$ cat config.mk
export PLATFORM = sky130hd
export DESIGN_NAME = instruction_fetch_flat
export DESIGN_NICKNAME = d
export VERILOG_FILES = /design/src/rtl/instruction_fetch_pkg.sv /design/src/rtl/instruction_fetch_if.sv /design/src/rtl/fetch_hold_buf.sv /design/src/rtl/instruction_fetch.sv /design/src/flat_wrapper.sv
export SDC_FILE = /design/constraint.sdc
export NUM_CORES = 1
export LEC_CHECK = 0
export ABC_AREA = 1
export BUFFER_PORTS_ARGS = -buffer_cell sky130_fd_sc_hd__clkbuf_2
export CORE_UTILIZATION = 56
export DETAILED_ROUTE_END_ITERATION = 10
export GPL_ROUTABILITY_DRIVEN = 0
export PLACE_DENSITY = 0.78
export SLEW_MARGIN = 15
export SYNTH_ARGS = -nofsm -noshare
export SYNTH_HDL_FRONTEND = slang
export SYNTH_SLANG_ARGS = --single-unit
$ cat constraint.sdc
create_clock -name clk -period 6.1 [get_ports clk]
set_input_delay 0 -clock clk [delete_from_list [all_inputs] [get_ports clk]]
set_output_delay 0 -clock clk [all_outputs]
set_load 0.05 [all_outputs]
$ cat src/rtl/instruction_fetch_pkg.sv
// rtl/instruction_fetch_pkg.sv - shared types and constants for the fetch stage
package instruction_fetch_pkg;

    typedef enum logic [1:0] {
        IDLE  = 2'd0,
        REQ   = 2'd1,
        HOLD  = 2'd2,
        DRAIN = 2'd3
    } fetch_state_t;

    localparam logic [31:0] NOP_INSTR_DEFAULT = 32'h0000_0000;
    localparam logic [31:0] RESET_PC_DEFAULT  = 32'h0000_0000;
    localparam logic [31:0] PC_INCR           = 32'd4;

    // Sequential successor of a fetch address; wraps modulo 2^32.
    function automatic logic [31:0] next_seq_pc(input logic [31:0] pc);
        return pc + PC_INCR;
    endfunction

endpackage

$ cat src/rtl/instruction_fetch_if.sv
// rtl/instruction_fetch_if.sv - instruction memory request/response bundle
interface instruction_fetch_if;
    logic        req;
    logic [31:0] addr;
    logic        ack;
    logic [31:0] rdata;

    modport master (output req, addr, input ack, rdata);
    modport slave  (input req, addr, output ack, rdata);
endinterface

$ cat src/rtl/fetch_hold_buf.sv
// rtl/fetch_hold_buf.sv - one-entry buffer parking {pc+4, word} while the stage is stalled
module fetch_hold_buf (
    input  logic        clk,
    input  logic        rst,
    input  logic        load,
    input  logic        clear,
    input  logic [63:0] din,
    output logic [63:0] dout,
    output logic        full
);

    // Capture on load, drop on clear; clear wins because a flush supersedes a parked word.
    always_ff @(posedge clk or posedge rst) begin
        if (rst) begin
            dout <= '0;
            full <= 1'b0;
        end else if (clear) begin
            full <= 1'b0;
        end else if (load) begin
            dout <= din;
            full <= 1'b1;
        end
    end

endmodule

$ cat src/rtl/instruction_fetch.sv
// rtl/instruction_fetch.sv - fetch stage with one outstanding imem request, stall hold and branch redirect
module instruction_fetch
    import instruction_fetch_pkg::*;
#(
    parameter logic [31:0] RESET_PC  = RESET_PC_DEFAULT,
    parameter logic [31:0] NOP_INSTR = NOP_INSTR_DEFAULT
) (
    input  logic                clk,
    input  logic                rst,
    instruction_fetch_if.master imem,
    input  logic                stall,
    input  logic                branch_taken,
    input  logic [31:0]         branch_target,
    output logic [31:0]         PC_out,
    output logic [31:0]         instruction_out,
    output logic                valid_out
);

    fetch_state_t state, state_next;
    logic [31:0]  pc;
    logic [31:0]  redirect;
    logic [63:0]  buf_data;
    logic         buf_full;
    logic         req;
    logic         pc_load_inc, pc_load_tgt, pc_load_redir, redir_load;
    logic         buf_load, buf_clear;
    logic         out_fetch, out_buf, out_bubble;

    assign imem.req  = req;
    assign imem.addr = pc;

    fetch_hold_buf u_hold_buf (
        .clk   (clk),
        .rst   (rst),
        .load  (buf_load),
        .clear (buf_clear),
        .din   ({next_seq_pc(pc), imem.rdata}),
        .dout  (buf_data),
        .full  (buf_full)
    );

    // State register.
    always_ff @(posedge clk or posedge rst) begin
        if (rst) state <= IDLE;
        else     state <= state_next;
    end

    // Next-state: a branch without ack must wait out the in-flight request in DRAIN.
    always_comb begin
        state_next = state;
        case (state)
            IDLE:  state_next = REQ;
            REQ: begin
                if (branch_taken)          state_next = imem.ack ? REQ : DRAIN;
                else if (imem.ack && stall) state_next = HOLD;
            end
            HOLD:  if (branch_taken || !stall) state_next = REQ;
            DRAIN: if (imem.ack) state_next = REQ;
            default: state_next = IDLE;
        endcase
    end

    // Control decode: request strobe, pc source, hold-buffer and output-register actions.
    always_comb begin
        req           = (state == REQ) || (state == DRAIN);
        pc_load_inc   = 1'b0;
        pc_load_tgt   = 1'b0;
        pc_load_redir = 1'b0;
        redir_load    = 1'b0;
        buf_load      = 1'b0;
        buf_clear     = 1'b0;
        out_fetch     = 1'b0;
        out_buf       = 1'b0;
        case (state)
            IDLE: pc_load_tgt = branch_taken;
            REQ: begin
                if (branch_taken) begin
                    pc_load_tgt = imem.ack;
                    redir_load  = !imem.ack;
                end else if (imem.ack) begin
                    pc_load_inc = 1'b1;
                    buf_load    = stall;
                    out_fetch   = !stall;
                end
            end
            HOLD: begin
                if (branch_taken) begin
                    pc_load_tgt = 1'b1;
                    buf_clear   = 1'b1;
                end else if (!stall && buf_full) begin
                    out_buf   = 1'b1;
                    buf_clear = 1'b1;
                end
            end
            DRAIN: begin
                redir_load = branch_taken;
                if (imem.ack) begin
                    pc_load_tgt   = branch_taken;
                    pc_load_redir = !branch_taken;
                end
            end
            default: ;
        endcase
        // Flushes always bubble; otherwise an unstalled cycle with nothing to deliver bubbles too.
        out_bubble = branch_taken ||
                     (!stall && !out_fetch && !out_buf && (state != IDLE));
    end

    // Program counter and redirect register.
    always_ff @(posedge clk or posedge rst) begin
        if (rst) begin
            pc       <= RESET_PC;
            redirect <= '0;
        end else begin
            if (pc_load_tgt)        pc <= branch_target;
            else if (pc_load_redir) pc <= redirect;
            else if (pc_load_inc)   pc <= next_seq_pc(pc);
            if (redir_load)         redirect <= branch_target;
        end
    end

    // IF/ID-facing output registers; they hold whenever no action is selected.
    always_ff @(posedge clk or posedge rst) begin
        if (rst) begin
            PC_out          <= '0;
            instruction_out <= NOP_INSTR;
            valid_out       <= 1'b0;
        end else if (out_bubble) begin
            instruction_out <= NOP_INSTR;
            valid_out       <= 1'b0;
        end else if (out_fetch) begin
            PC_out          <= next_seq_pc(pc);
            instruction_out <= imem.rdata;
            valid_out       <= 1'b1;
        end else if (out_buf) begin
            {PC_out, instruction_out} <= buf_data;
            valid_out                 <= 1'b1;
        end
    end

endmodule

$ cat src/flat_wrapper.sv
// flat-port wrapper written by rule: the top's interface ports become plain ports
module instruction_fetch_flat import instruction_fetch_pkg::*;
#(
    parameter logic [31:0] RESET_PC  = RESET_PC_DEFAULT,
    parameter logic [31:0] NOP_INSTR = NOP_INSTR_DEFAULT
)
  (clk, rst, stall, branch_taken, branch_target, PC_out, instruction_out, valid_out, imem_req, imem_addr, imem_ack, imem_rdata);
  instruction_fetch_if imem_i ();
  input  logic clk;
  input  logic rst;
  input  logic stall;
  input  logic branch_taken;
  input  logic [31:0] branch_target;
  output logic [31:0] PC_out;
  output logic [31:0] instruction_out;
  output logic valid_out;
  output wire logic [$bits(imem_i.req)-1:0] imem_req;
  output wire logic [$bits(imem_i.addr)-1:0] imem_addr;
  input wire logic [$bits(imem_i.ack)-1:0] imem_ack;
  input wire logic [$bits(imem_i.rdata)-1:0] imem_rdata;
  assign imem_req = imem_i.req;
  assign imem_addr = imem_i.addr;
  assign imem_i.ack = imem_ack;
  assign imem_i.rdata = imem_rdata;
  instruction_fetch #(.RESET_PC(RESET_PC), .NOP_INSTR(NOP_INSTR)) u_core (.clk(clk), .rst(rst), .imem(imem_i), .stall(stall), .branch_taken(branch_taken), .branch_target(branch_target), .PC_out(PC_out), .instruction_out(instruction_out), .valid_out(valid_out));
endmodule
### After elaboration in Yosys (flattened, before gate mapping)

Cells that the tools add are included.

| operators by class | value |
|---|---|
| $add $sub $neg | 1 |
| eq/ne operators | 6 |
| multiplexer cells | 41 |
| bitwise gates (word level) | 2 |
| reduce and logical (&&, ||, !) cells | 22 |

Operator list:

| cell | number |
|---|---|
| $mux 32 | 8 |
| $add 32x3->32 const B | 1 |
| $mux 1 | 25 |
| $mux 2 | 5 |
| $pmux 2 s4 | 1 |
| $reduce_bool 2->1 | 3 |
| $reduce_bool 3->1 | 2 |
| $logic_and 1x1->1 | 5 |
| $logic_not 1->1 | 5 |
| $eq 2x2->1 const B | 2 |
| $pmux 1 s4 | 1 |
| $reduce_and 2->1 | 2 |
| $logic_or 1x1->1 | 3 |
| $ne 3x2->1 const B | 1 |
| $reduce_and 3->1 | 1 |
| $eq 2x1->1 const B | 1 |
| $logic_not 2->1 | 1 |
| $ne 2x1->1 const B | 1 |
| $ne 2x2->1 const B | 1 |
| $not 1->1 | 2 |
| $pmux 1 s2 | 1 |

| storage, ports and cells | value |
|---|---|
| bits in registers | 196 |

### Depth between registers and ports, before layout

Gate-level depths: netlist (run 1).

| depth | value |
|---|---|
| depth in word-level cells | 11 |
| gate-level depth with buffers | 12 |

### By module

A second synthesis (run 1) with hierarchy kept.

| second synthesis, totals | value |
|---|---|
| cell total of the unflattened synthesis | 1185 |
| area total of the unflattened synthesis | 9793.1 um2 |

By module, submodules not included:

| module | instances | cells each | area each (um2) | seq. area each (um2) |
|---|---|---|---|---|
| instruction_fetch | 1 | 902 | 7180.6 | 3278.1 |
| fetch_hold_buf | 1 | 283 | 2612.5 | 1626.6 |

### Worst setup path after synthesis (run 1)

OpenSTA, ideal clock, no wires.

| path | value |
|---|---|
| path kind | reg2reg |
| start point | register u_core.pc[3], in the netlist u_core.imem.addr[3] |
| end point | register u_core.pc[26], in the netlist u_core.imem.addr[26] |
| arrival | 1.839 ns |
| required time | 5.982 ns |
| slack | 4.143 ns |
| cell stages (with the launch flop) | 13 |
| path buffers | 0 |
| cell sequence | dfrtp_1 ha_1 nand2_1 nor2_4 nand2_2 nor2_4 nand2_1 nand2_1 nand2_1 nand2_1 nand2_1 nand2_1 nand2_1 |

| between the ends | value |
|---|---|
| word-level cells in the longest chain between the ends | 4 |

Ends and longest elaborated chain:

| what | RTL line | source |
|---|---|---|
| start, declared | instruction_fetch.sv:20 | `logic [31:0] pc;` |
| start signal, assigned | instruction_fetch.sv:115 | `if (pc_load_tgt) pc <= branch_target;` |
| start signal, assigned | instruction_fetch.sv:116 | `else if (pc_load_redir) pc <= redirect;` |
| start signal, assigned | instruction_fetch.sv:117 | `else if (pc_load_inc) pc <= next_seq_pc(pc);` |
| $add 32x3->32 | instruction_fetch_pkg.sv:17 | `return pc + PC_INCR;` |
| $mux 32 | instruction_fetch.sv:117 |  |
| $mux 32 | instruction_fetch.sv:116 |  |
| $mux 32 | instruction_fetch.sv:115 |  |

No other way between the ends. The select of a mux whose other input is x is not followed.
A chain may end at the register's enable or synchronous reset.

### Worst setup path after layout (run 1)

| path | value |
|---|---|
| start point | input port branch_taken |
| end point | register u_core.PC_out[6] |

| between the ends | value |
|---|---|
| word-level cells in the longest chain between the ends | 9 |
| elaborated cells between the ends (all ways) | 14 |

Ends and longest elaborated chain:

| what | RTL line | source |
|---|---|---|
| start, declared | flat_wrapper.sv:12 | `input logic branch_taken;` |
| $mux 1 | instruction_fetch.sv:77 | `if (branch_taken) begin` |
| $mux 1 | instruction_fetch.sv:74 | `case (state)` |
| $logic_not 1->1 | instruction_fetch.sv:106 | `(!stall && !out_fetch && !out_buf && (state != IDLE));` |
| $logic_and 1x1->1 (3 in a row) | instruction_fetch.sv:106 |  |
| $logic_or 1x1->1 | instruction_fetch.sv:105 | `out_bubble = branch_taken \|\|` |
| $not 1->1 (no line) | - |  |
| $reduce_and 2->1 (no line) | - |  |
| end signal, assigned | instruction_fetch.sv:132 | `PC_out <= next_seq_pc(pc);` |
| end signal, assigned | instruction_fetch.sv:136 | `{PC_out, instruction_out} <= buf_data;` |
| end, declared | instruction_fetch.sv:14 | `output logic [31:0] PC_out,` |

Parallel ways exist; a longest one is shown, timed or not.

==> impl_metrics.env, run 1 <==
export IMPL_status="finished, final reports clean"
export IMPL_yosysWarnings=0
export IMPL_nNetsFinal=1508
export IMPL_p_per_area_mw_per_mm2=402.8
export IMPL_synth_largest_area_cell="dfrtp_1"
export IMPL_clkSinkCount=196
export IMPL_yosysUniqueCellTypes=35
export IMPL_post_route_period_util_pct=56.04
export IMPL_die_area_mm2=0.01771
export IMPL_drt_wirelength_per_cell_um=14.51
export IMPL_yosys_top_cells_count="nand2_1, dfrtp_1, inv_1"
export IMPL_cts_max_path_buffers=2
export IMPL_rows=47
export IMPL_root_buffer="clkbuf_16"
export IMPL_die_w_um=133.1
export IMPL_ys_seq_area_share_pct=50.98
export IMPL_setup_viol=0
export IMPL_die_h_um=133.1
export IMPL_placed_cell_area_mm2=0.01047
export IMPL_crit_fanout=46
export IMPL_clkTransAtPathRegs_ns=0.07
export IMPL_fin_skew_ns=0.008309
export IMPL_drv_cap=0
export IMPL_synthArstFlopShare_pct=100.0
export IMPL_tightestPinTransition_ns=1.084
export IMPL_synth_area_per_cell_um2=7.716
export IMPL_crit_arrival_ns=3.76
export IMPL_dr_pass1_iters=5
export IMPL_vias=8824
export IMPL_port_buffers=166
export IMPL_timing_final_crit_period_ns=3.418
export IMPL_p_leak_uw=0.006130
export IMPL_dp_hpwl_um=15930
export IMPL_power_total_uw=4737
export IMPL_synth_top_area_share_pct=50.98
export IMPL_grt_overflow=0
export IMPL_synthTopCellsByArea="dfrtp_1, nand2_1, o21ai_0"
export IMPL_reg2reg_setup_slack_ns=2.85
export IMPL_grt_max_degree=129
export IMPL_critPathKind="primary input to flop"
export IMPL_core_area_mm2=0.01670
export IMPL_htree_levels=4
export IMPL_syn_cell_area_mm2=0.009622
export IMPL_worstPathRequired_ns=6.44
export IMPL_grt_usage_pct=28.38
export IMPL_clk_latency_ns=0.43
export IMPL_start_kind="primary input"
export IMPL_slowest_delay_ns=0.90
export IMPL_drtAntennaViolNets=0
export IMPL_relSlewSlack_pct=27.54
export IMPL_tns_ns=0
export IMPL_drt_iter0_markers=746
export IMPL_vdd_ir_drop_max_mv=0.2329
export IMPL_hp_class="primary input to flop"
export IMPL_layout_drive_gt1_share_pct=15.86
export IMPL_hold_slack_ns=0.04540
export IMPL_vias_per_cell=5.284
export IMPL_slew_viol_final=0
export IMPL_ys_ff_latch=196
export IMPL_drcViolationCount=0
export IMPL_synth_edf_count=0
export IMPL_rsz0062_at_grt="no"
export IMPL_synth_nets=1317
export IMPL_diodes=0
export IMPL_start_util_pct=57.61
export IMPL_grt_antenna_before_repair=0
export IMPL_post_route_cell_area_mm2=0.01176
export IMPL_hold_violations=0
export IMPL_grt_pass1_wl_um=39830
export IMPL_ys_flop_type="dfrtp_1"
export IMPL_yosysMostFrequentCell="nand2_1"
export IMPL_crit_slowest_cell="nand4_1"
export IMPL_endpoint_kind="flop"
export IMPL_post_cts_setup_buffers=0
export IMPL_wirelength_um=24230
export IMPL_grt_pass1_vias=8101
export IMPL_cts_buffers=17
export IMPL_crit_chain="dlygate4sd3_1 > clkbuf_2 > inv_2 > nand4_1 > nand2_2 > buf_4 > nor2_1 > a31oi_1"
export IMPL_fmax_ghz=0.2925
export IMPL_io_pins=167
export IMPL_cts_tree="yes"
export IMPL_area_growth_pct=22.22
export IMPL_synthCells=1247
==> routing by layer <==
layer / routed length [µm] / vias to the layer above / track usage, %
li1: - / 4353 / -
met1: 11270 / 4089 / 40.79
met2: 10870 / 339 / 43.78
met3: 1547 / 43 / 4.981
met4: 545 / 0 / 9.004
met5: 0 / - / 0
==> placed cells by master, fill, tap and decap left out, types with 2 or more instances in the layout <==
master and count:
dfrtp_1 196, nand2_1 441, clkbuf_16 17, xor2_2 2
bufinv_16 4, clkinv_2 5, o21ai_0 106, clkbuf_2 166
xnor2_1 3, nand2_2 7, nor2_1 94, inv_2 3
mux2_2 2, nor2_2 2, dlygate4sd3_1 67, a31oi_1 16
inv_6 3, a22oi_1 2, xor2_1 6, nand3b_1 7
nor2_4 6, inv_1 112, nand3_1 56, a21oi_1 64
o21ai_1 3, and2_1 3, o211ai_1 37, buf_4 6
==> worst paths after layout <==
check,startpoint,endpoint,cells after the start
max in group asynchronous,rst,u_core.redirect[27]$_DFFE_PP0P_,4
min in group asynchronous,rst,u_core.u_hold_buf.dout[27]$_DFFE_PP0P_,3
min,imem_ack,u_core.state[1]$_DFFE_PP0P_,4
max reg2reg,u_core.state[0]$_DFFE_PP0P_,u_core.PC_out[6]$_DFFE_PP0P_,7
min reg2reg,u_core.u_hold_buf.dout[50]$_DFFE_PP0P_,u_core.u_hold_buf.dout[50]$_DFFE_PP0P_,2
max,branch_taken,u_core.PC_out[6]$_DFFE_PP0P_,8
==> kinds of logic (layout without fill, tap and decap cells) <==
logic type	Yosys count	count (layout)	synth area share (%)
adders and majority gates	1	1	0.1300
muxes	2	2	0.2341
xor gates and xnor gates	11	11	1.157
buffers and inverters	184	387	7.893
AOI/OAI and AO/OA	233	233	13.46
DFF	196	196	50.98
and+or+nand+nor	620	620	26.15
==> final cells by class <==
cell class / instances / area (µm²)
tap: 220 / 275.3
fill: 1365 / 4941
timing repair buffer: 239 / 1546
clock buffer: 18 / 439.2
inverter: 117 / 446.7
sequential: 196 / 4905
multi-input combinational: 867 / 3969
clock inverter: 13 / 178.9
==> registers in the layout (all words and copies together) (netlist names) <==
signal and flops:
u_core.u_hold_buf.dout 64, u_core.imem.addr 32, u_core.instruction_out 32, u_core.state 2
u_core.u_hold_buf.full 1, u_core.redirect 32, u_core.PC_out 32, u_core.valid_out 1
==> metrics by stage <==
stage	cells	setup slack [ns]	utilization, %
finish	1670	2.682	70.42
global route	1670	2.443	70.42
detailed placement	1572	2.890	62.70
global placement	1572	2.982	62.70
floorplan	1247	0.7594	-
CTS	1670	2.724	70.42
==> what timing repair did <==
action                    4_1_cts  5_1_grt
hold buffers                   67        0
gates resized for setup         0        0
hold endpoints to repair      258        0
==> critical path: cells and delay by family <==
| family | cells | cell delay [ns] |
|---|---|---|
| simple gates | 3 | 1.82 |
| buf+inv | 4 | 1.75 |
| compound gates | 1 | 0.18 |
==> power by group <==
group | total, µW | internal, µW | switching (µW) | leakage [µW]
combinational | 1640 | 438 | 1200 | 0.00342
clock | 1180 | 695 | 489 | 0.000307
sequential | 1910 | 1650 | 263 | 0.00241
total | 4740 | 2780 | 1960 | 0.00613
No activity file was read; power rests on OpenSTA's default activity.
==> run 2: changes to the inputs <==
clock period = 3.5 ns   (was 6.1 ns; I/O delays follow)
==> impl_metrics.env, run 2 (same netlist as run 1, synthesis figures left out) <==
export IMPL_hp_class="primary input to flop"
export IMPL_die_w_um=133.1
export IMPL_largest_reg_flops=64
export IMPL_p_per_area_mw_per_mm2=708.5
export IMPL_relSlewSlack_pct=30.53
export IMPL_vias=8823
export IMPL_cts_buffers=17
export IMPL_endpoint_kind="flop"
export IMPL_start_util_pct=57.61
export IMPL_post_route_period_util_pct=74.34
export IMPL_setup_viol=0
export IMPL_drcViolationCount=0
export IMPL_slowest_delay_ns=0.66
export IMPL_fmax_ghz=0.3843
export IMPL_power_total_uw=8402
export IMPL_grt_max_degree=132
export IMPL_die_h_um=133.1
export IMPL_start_kind="flop"
export IMPL_status="finished, final reports clean"
export IMPL_p_leak_uw=0.006171
export IMPL_root_buffer="clkbuf_16"
export IMPL_nNetsFinal=1512
export IMPL_cts_tree="yes"
export IMPL_dr_pass1_iters=5
export IMPL_final_cell_mix="nand2_1, dfrtp_1, clkbuf_2"
export IMPL_wl_met1_um=11650
export IMPL_critPathKind="flop to flop"
export IMPL_grt_pass1_vias=8176
export IMPL_clk_latency_ns=0.43
export IMPL_layout_drive_gt1_share_pct=16.08
export IMPL_area_growth_pct=23.25
export IMPL_wirelength_um=24600
export IMPL_port_buffers=166
export IMPL_vdd_ir_drop_max_mv=0.4084
export IMPL_rsz0062_at_grt="no"
export IMPL_crit_arrival_ns=2.91
export IMPL_diodes=0
export IMPL_drtAntennaViolNets=0
export IMPL_top_register="u_core.u_hold_buf.dout"
export IMPL_dp_hpwl_um=16080
export IMPL_drt_iter0_markers=655
export IMPL_die_area_mm2=0.01771
export IMPL_grt_overflow=0
export IMPL_vias_per_cell=5.267
export IMPL_crit_chain="nand2_1 > inv_1 > nand2_2 > nand2_1 > inv_2 > nand2_4 > inv_2 > a21oi_1 > o21ai_0 > o21ai_0"
export IMPL_clkSinkCount=196
export IMPL_worstPathRequired_ns=3.81
export IMPL_htree_levels=4
export IMPL_cts_max_path_buffers=2
export IMPL_drv_cap=0
export IMPL_core_area_mm2=0.01670
export IMPL_tightestPinTransition_ns=1.041
export IMPL_routed_wl_met3_um=1208
export IMPL_fin_skew_ns=0.008171
export IMPL_tns_ns=0
export IMPL_timing_final_crit_period_ns=2.602
export IMPL_crit_fanout=54
export IMPL_grt_pass1_wl_um=40770
export IMPL_slew_viol_final=0
export IMPL_wl_met2_um=11320
export IMPL_mostFrequentLayoutCell="nand2_1"
export IMPL_grt_usage_pct=28.88
export IMPL_crit_slowest_cell="inv_2"
export IMPL_highest_layer="met4"
export IMPL_clkTransAtPathRegs_ns=0.07
export IMPL_hold_violations=0
export IMPL_drt_wirelength_per_cell_um=14.69
export IMPL_grt_antenna_before_repair=0
export IMPL_io_pins=167
export IMPL_rows=47
[run 2: path summary, 6_finish.rpt]
| kind | startpoint | to | slack (ns) | depth (start not counted) |
|---|---|---|---|---|
| max | u_core.state[1]$_DFFE_PP0P_ | u_core.imem.addr[2]$_DFFE_PP0P_ | 0.90 | 10 |
| min | imem_ack | u_core.state[1]$_DFFE_PP0P_ | 0.06 | 4 |
| max reg2reg | u_core.state[1]$_DFFE_PP0P_ | u_core.imem.addr[2]$_DFFE_PP0P_ | 0.90 | 10 |
| min reg2reg | u_core.u_hold_buf.dout[48]$_DFFE_PP0P_ | u_core.u_hold_buf.dout[48]$_DFFE_PP0P_ | 0.48 | 2 |
| max in group asynchronous | rst | u_core.u_hold_buf.dout[1]$_DFFE_PP0P_ | 2.52 | 4 |
| min in group asynchronous | rst | u_core.PC_out[8]$_DFFE_PP0P_ | 0.28 | 4 |
[run 2: critical path, delay by kind of cell, from the launching register on]
family	cells	cell delay [ns]
buffers and inverters	3	0.85
and+or+nand+nor	4	0.84
DFF	1	0.45
AOI/OAI and AO/OA	3	0.34
[run 2: final cells by class]
cell class / instances / area, µm²
clock buffers: 21 / 470.5
clock inverters: 11 / 195.2
fillers: 1304 / 4842
inverters: 117 / 442.9
multi-input cells: 867 / 3969
flip-flops and latches: 196 / 4905
well taps: 220 / 275.3
repair buffers: 243 / 1602
[run 2: per-layer routing]
metal	vias to the layer above	GRT usage (%)
li1	4362	-
met1	4145	42.76
met2	279	44.10
met3	37	3.870
met4	0	9.068
met5	-	0
[run 2: report_power, final]
part / switching, µW / internal, µW
Combinational: 2100 / 766
Clock: 870 / 1330
Sequential: 463 / 2870
Total: 3430 / 4970
[run 2: per-stage QoR]
stage / hold slack, ns / std cells / cell area [µm²] / setup WS [ns] / util (%)
after CTS: 0.03996 / 1675 / 11860 / 0.9432 / 71.01
after global routing: 0.09509 / 1675 / 11860 / 0.6825 / 71.01
after detailed placement: 0.2333 / 1576 / 10520 / 1.029 / 63.01
after floorplan: 0.1210 / 1247 / 9625 / 0.9676 / -
final: 0.06080 / 1675 / 11860 / 0.8982 / 71.01
after global placement: 0.2265 / 1576 / 10520 / 1.113 / 63.01
[run 2: repair_timing]
action | CTS | global route
resized for setup | 0 | 0
hold buffers | 67 | 0
buffers inserted | 0 | 0
hold endpoints to repair | 327 | 0
==> run 3: changes to the inputs <==
clock period = 2.59 ns   (was 3.5 ns; I/O delays follow)
==> impl_metrics.env, run 3 (same netlist as run 1, synthesis figures left out) <==
export IMPL_final_cell_mix="nand2_1, dfrtp_1, clkbuf_2"
export IMPL_setup_viol=0
export IMPL_reg2reg_setup_slack_ns=0.69
export IMPL_drcViolationCount=0
export IMPL_wirelength_um=24850
export IMPL_post_cts_setup_buffers=0
export IMPL_largest_reg_flops=64
export IMPL_clkSinkCount=196
export IMPL_p_leak_uw=0.006229
export IMPL_fmax_ghz=0.5265
export IMPL_setup_ws_ns=0.6908
export IMPL_cp_endpoint="u_core.imem.addr[24]$_DFFE_PP0P_"
export IMPL_cp_num_buf_inv=3
export IMPL_drt_wirelength_per_cell_um=14.69
export IMPL_hp_class="primary input to flop"
export IMPL_timing_critical_path_depth=10
export IMPL_drv_cap=0
export IMPL_htree_levels=4
export IMPL_vias_per_cell=5.261
export IMPL_power_total_uw=11140
export IMPL_rsz0062_at_grt="no"
export IMPL_cts_max_path_buffers=2
export IMPL_start_kind="flop"
export IMPL_relSlewSlack_pct=51.63
export IMPL_nNetsFinal=1528
export IMPL_dp_hpwl_um=17160
export IMPL_dr_pass1_iters=7
export IMPL_grt_pass1_vias=8260
export IMPL_drtAntennaViolNets=0
export IMPL_start_util_pct=57.61
export IMPL_startpoint="u_core.state[0]$_DFFE_PP0P_"
export IMPL_root_buffer="clkbuf_16"
export IMPL_critPathKind="flop to flop"
export IMPL_io_pins=167
export IMPL_ctsResizeCount=0
export IMPL_grt_overflow=0
export IMPL_drt_iter0_markers=726
export IMPL_top_register="u_core.u_hold_buf.dout"
export IMPL_die_w_um=133.1
export IMPL_grt_usage_pct=29.46
export IMPL_crit_top_cell="nand2_1"
export IMPL_fin_skew_ns=0.009395
export IMPL_die_h_um=133.1
export IMPL_cts_tree="yes"
export IMPL_die_area_mm2=0.01771
export IMPL_clkTransAtPathRegs_ns=0.07
export IMPL_crit_slowest_cell="dfrtp_1"
export IMPL_cts_buffers=17
export IMPL_post_route_period_util_pct=73.33
export IMPL_vias=8897
export IMPL_reg2reg_from="u_core.state[0]$_DFFE_PP0P_"
export IMPL_clk_latency_ns=0.44
export IMPL_slowest_delay_ns=0.43
export IMPL_tightestPinTransition_ns=0.7240
export IMPL_timing_final_crit_period_ns=1.899
export IMPL_crit_family="simple AND/OR/NAND/NOR gates"
export IMPL_crit_arrival_ns=2.23
export IMPL_vdd_ir_drop_max_mv=0.5399
export IMPL_core_area_mm2=0.01670
export IMPL_p_per_area_mw_per_mm2=930.0
export IMPL_diodes=0
export IMPL_port_buffers=166
export IMPL_tns_ns=0
export IMPL_grt_antenna_before_repair=0
export IMPL_post_place_ws_ns=0.7441
export IMPL_endpoint_kind="flop"
export IMPL_worstPathRequired_ns=2.92
export IMPL_status="finished, final reports clean"
export IMPL_grt_pass1_wl_um=41400
export IMPL_crit_chain="nand2_1 > nand2_1 > nand2_1 > inv_2 > nand2_4 > inv_2 > buf_4 > a21oi_1 > nand2_1 > nand2_1"
export IMPL_slew_viol_final=0
export IMPL_mostFrequentLayoutCell="nand2_1"
export IMPL_placed_cell_area_mm2=0.01071
export IMPL_layout_drive_gt1_share_pct=17.06
export IMPL_final_core_util_pct=71.74
export IMPL_post_route_cell_area_mm2=0.01198
export IMPL_hold_violations=0
export IMPL_reg2regPathDepth=10
export IMPL_grt_max_degree=68
export IMPL_r2r_end="u_core.imem.addr[24]$_DFFE_PP0P_"
export IMPL_crit_fanout=19
export IMPL_rows=47
export IMPL_area_growth_pct=24.53
[run 3: changes by cell type in the layout (fill, tap and decap cells not counted), moves of 2 or more]
cell        delta
inv_6          +2
bufinv_16      -3
clkinvlp_4     +3
buf_4         +11
inv_8          +2
buf_12         +5
clkinv_2       -2
clkbuf_8       -2
[run 3: layout make-up]
type / count / area, µm²
clock buffers: 18 / 439.2
clock inverters: 14 / 166.4
fillers: 1312 / 4720
inverters: 117 / 442.9
multi-input cells: 867 / 3969
flip-flops and latches: 196 / 4905
well taps: 220 / 275.3
repair buffers: 259 / 1784
[run 3: metrics by stage]
stage          instances  hold slack [ns]
2_1_floorplan       1247           0.1210
3_3_place_gp        1592           0.1379
3_5_place_dp        1592           0.1431
4_1_cts             1691          0.04028
5_1_grt             1691          0.09046
6_report            1691          0.04794
[run 3: layer usage]
layer  wire length [µm]  global-route usage [%]  up-vias  part of all wire [%]
met5                  0                       0        -                     0
met4                449                   10.09        0                   1.8
met3               1517                   4.023       32                   6.1
met2              11400                   45.55      354                    46
met1              11480                   42.72     4123                    46
li1                   -                       -     4388                     -
[run 3: power by group]
group	internal, µW	switching (µW)	total, µW	leakage, µW
Combinational	1070	2840	3910	0.00353
Clock	1480	1240	2720	0.000288
Sequential	3880	628	4510	0.00241
[run 3: repair_timing]
action | CTS | global route
hold buffers | 67 | 0
endpoints found under the setup margin | 0 | 0
hold endpoints to repair | 156 | 0
[run 3: how the worst min path moves through the flow]
stage                  startpoint                                     end  slack (ns)  cells past startpoint
floorplan           imem_rdata[0]   u_core.u_hold_buf.dout[0]$_DFFE_PP0P_        0.12                      2
global placement              rst            u_core.PC_out[7]$_DFFE_PP0P_        0.14                      2
detailed placement            rst  u_core.u_hold_buf.dout[27]$_DFFE_PP0P_        0.14                      2
CTS                      imem_ack             u_core.state[1]$_DFFE_PP0P_        0.04                      4
global route             imem_ack             u_core.state[1]$_DFFE_PP0P_        0.09                      4
finish                   imem_ack             u_core.state[1]$_DFFE_PP0P_        0.05                      4
[run 3: worst register-to-register path: stages (launching register included)]
cell and delay, ns:
dfrtp_1 0.43, nand2_1 0.12, nand2_1 0.25, nand2_1 0.11, inv_2 0.09, nand2_4 0.08, inv_2 0.28, buf_4 0.26
a21oi_1 0.06, nand2_1 0.07, nand2_1 0.05
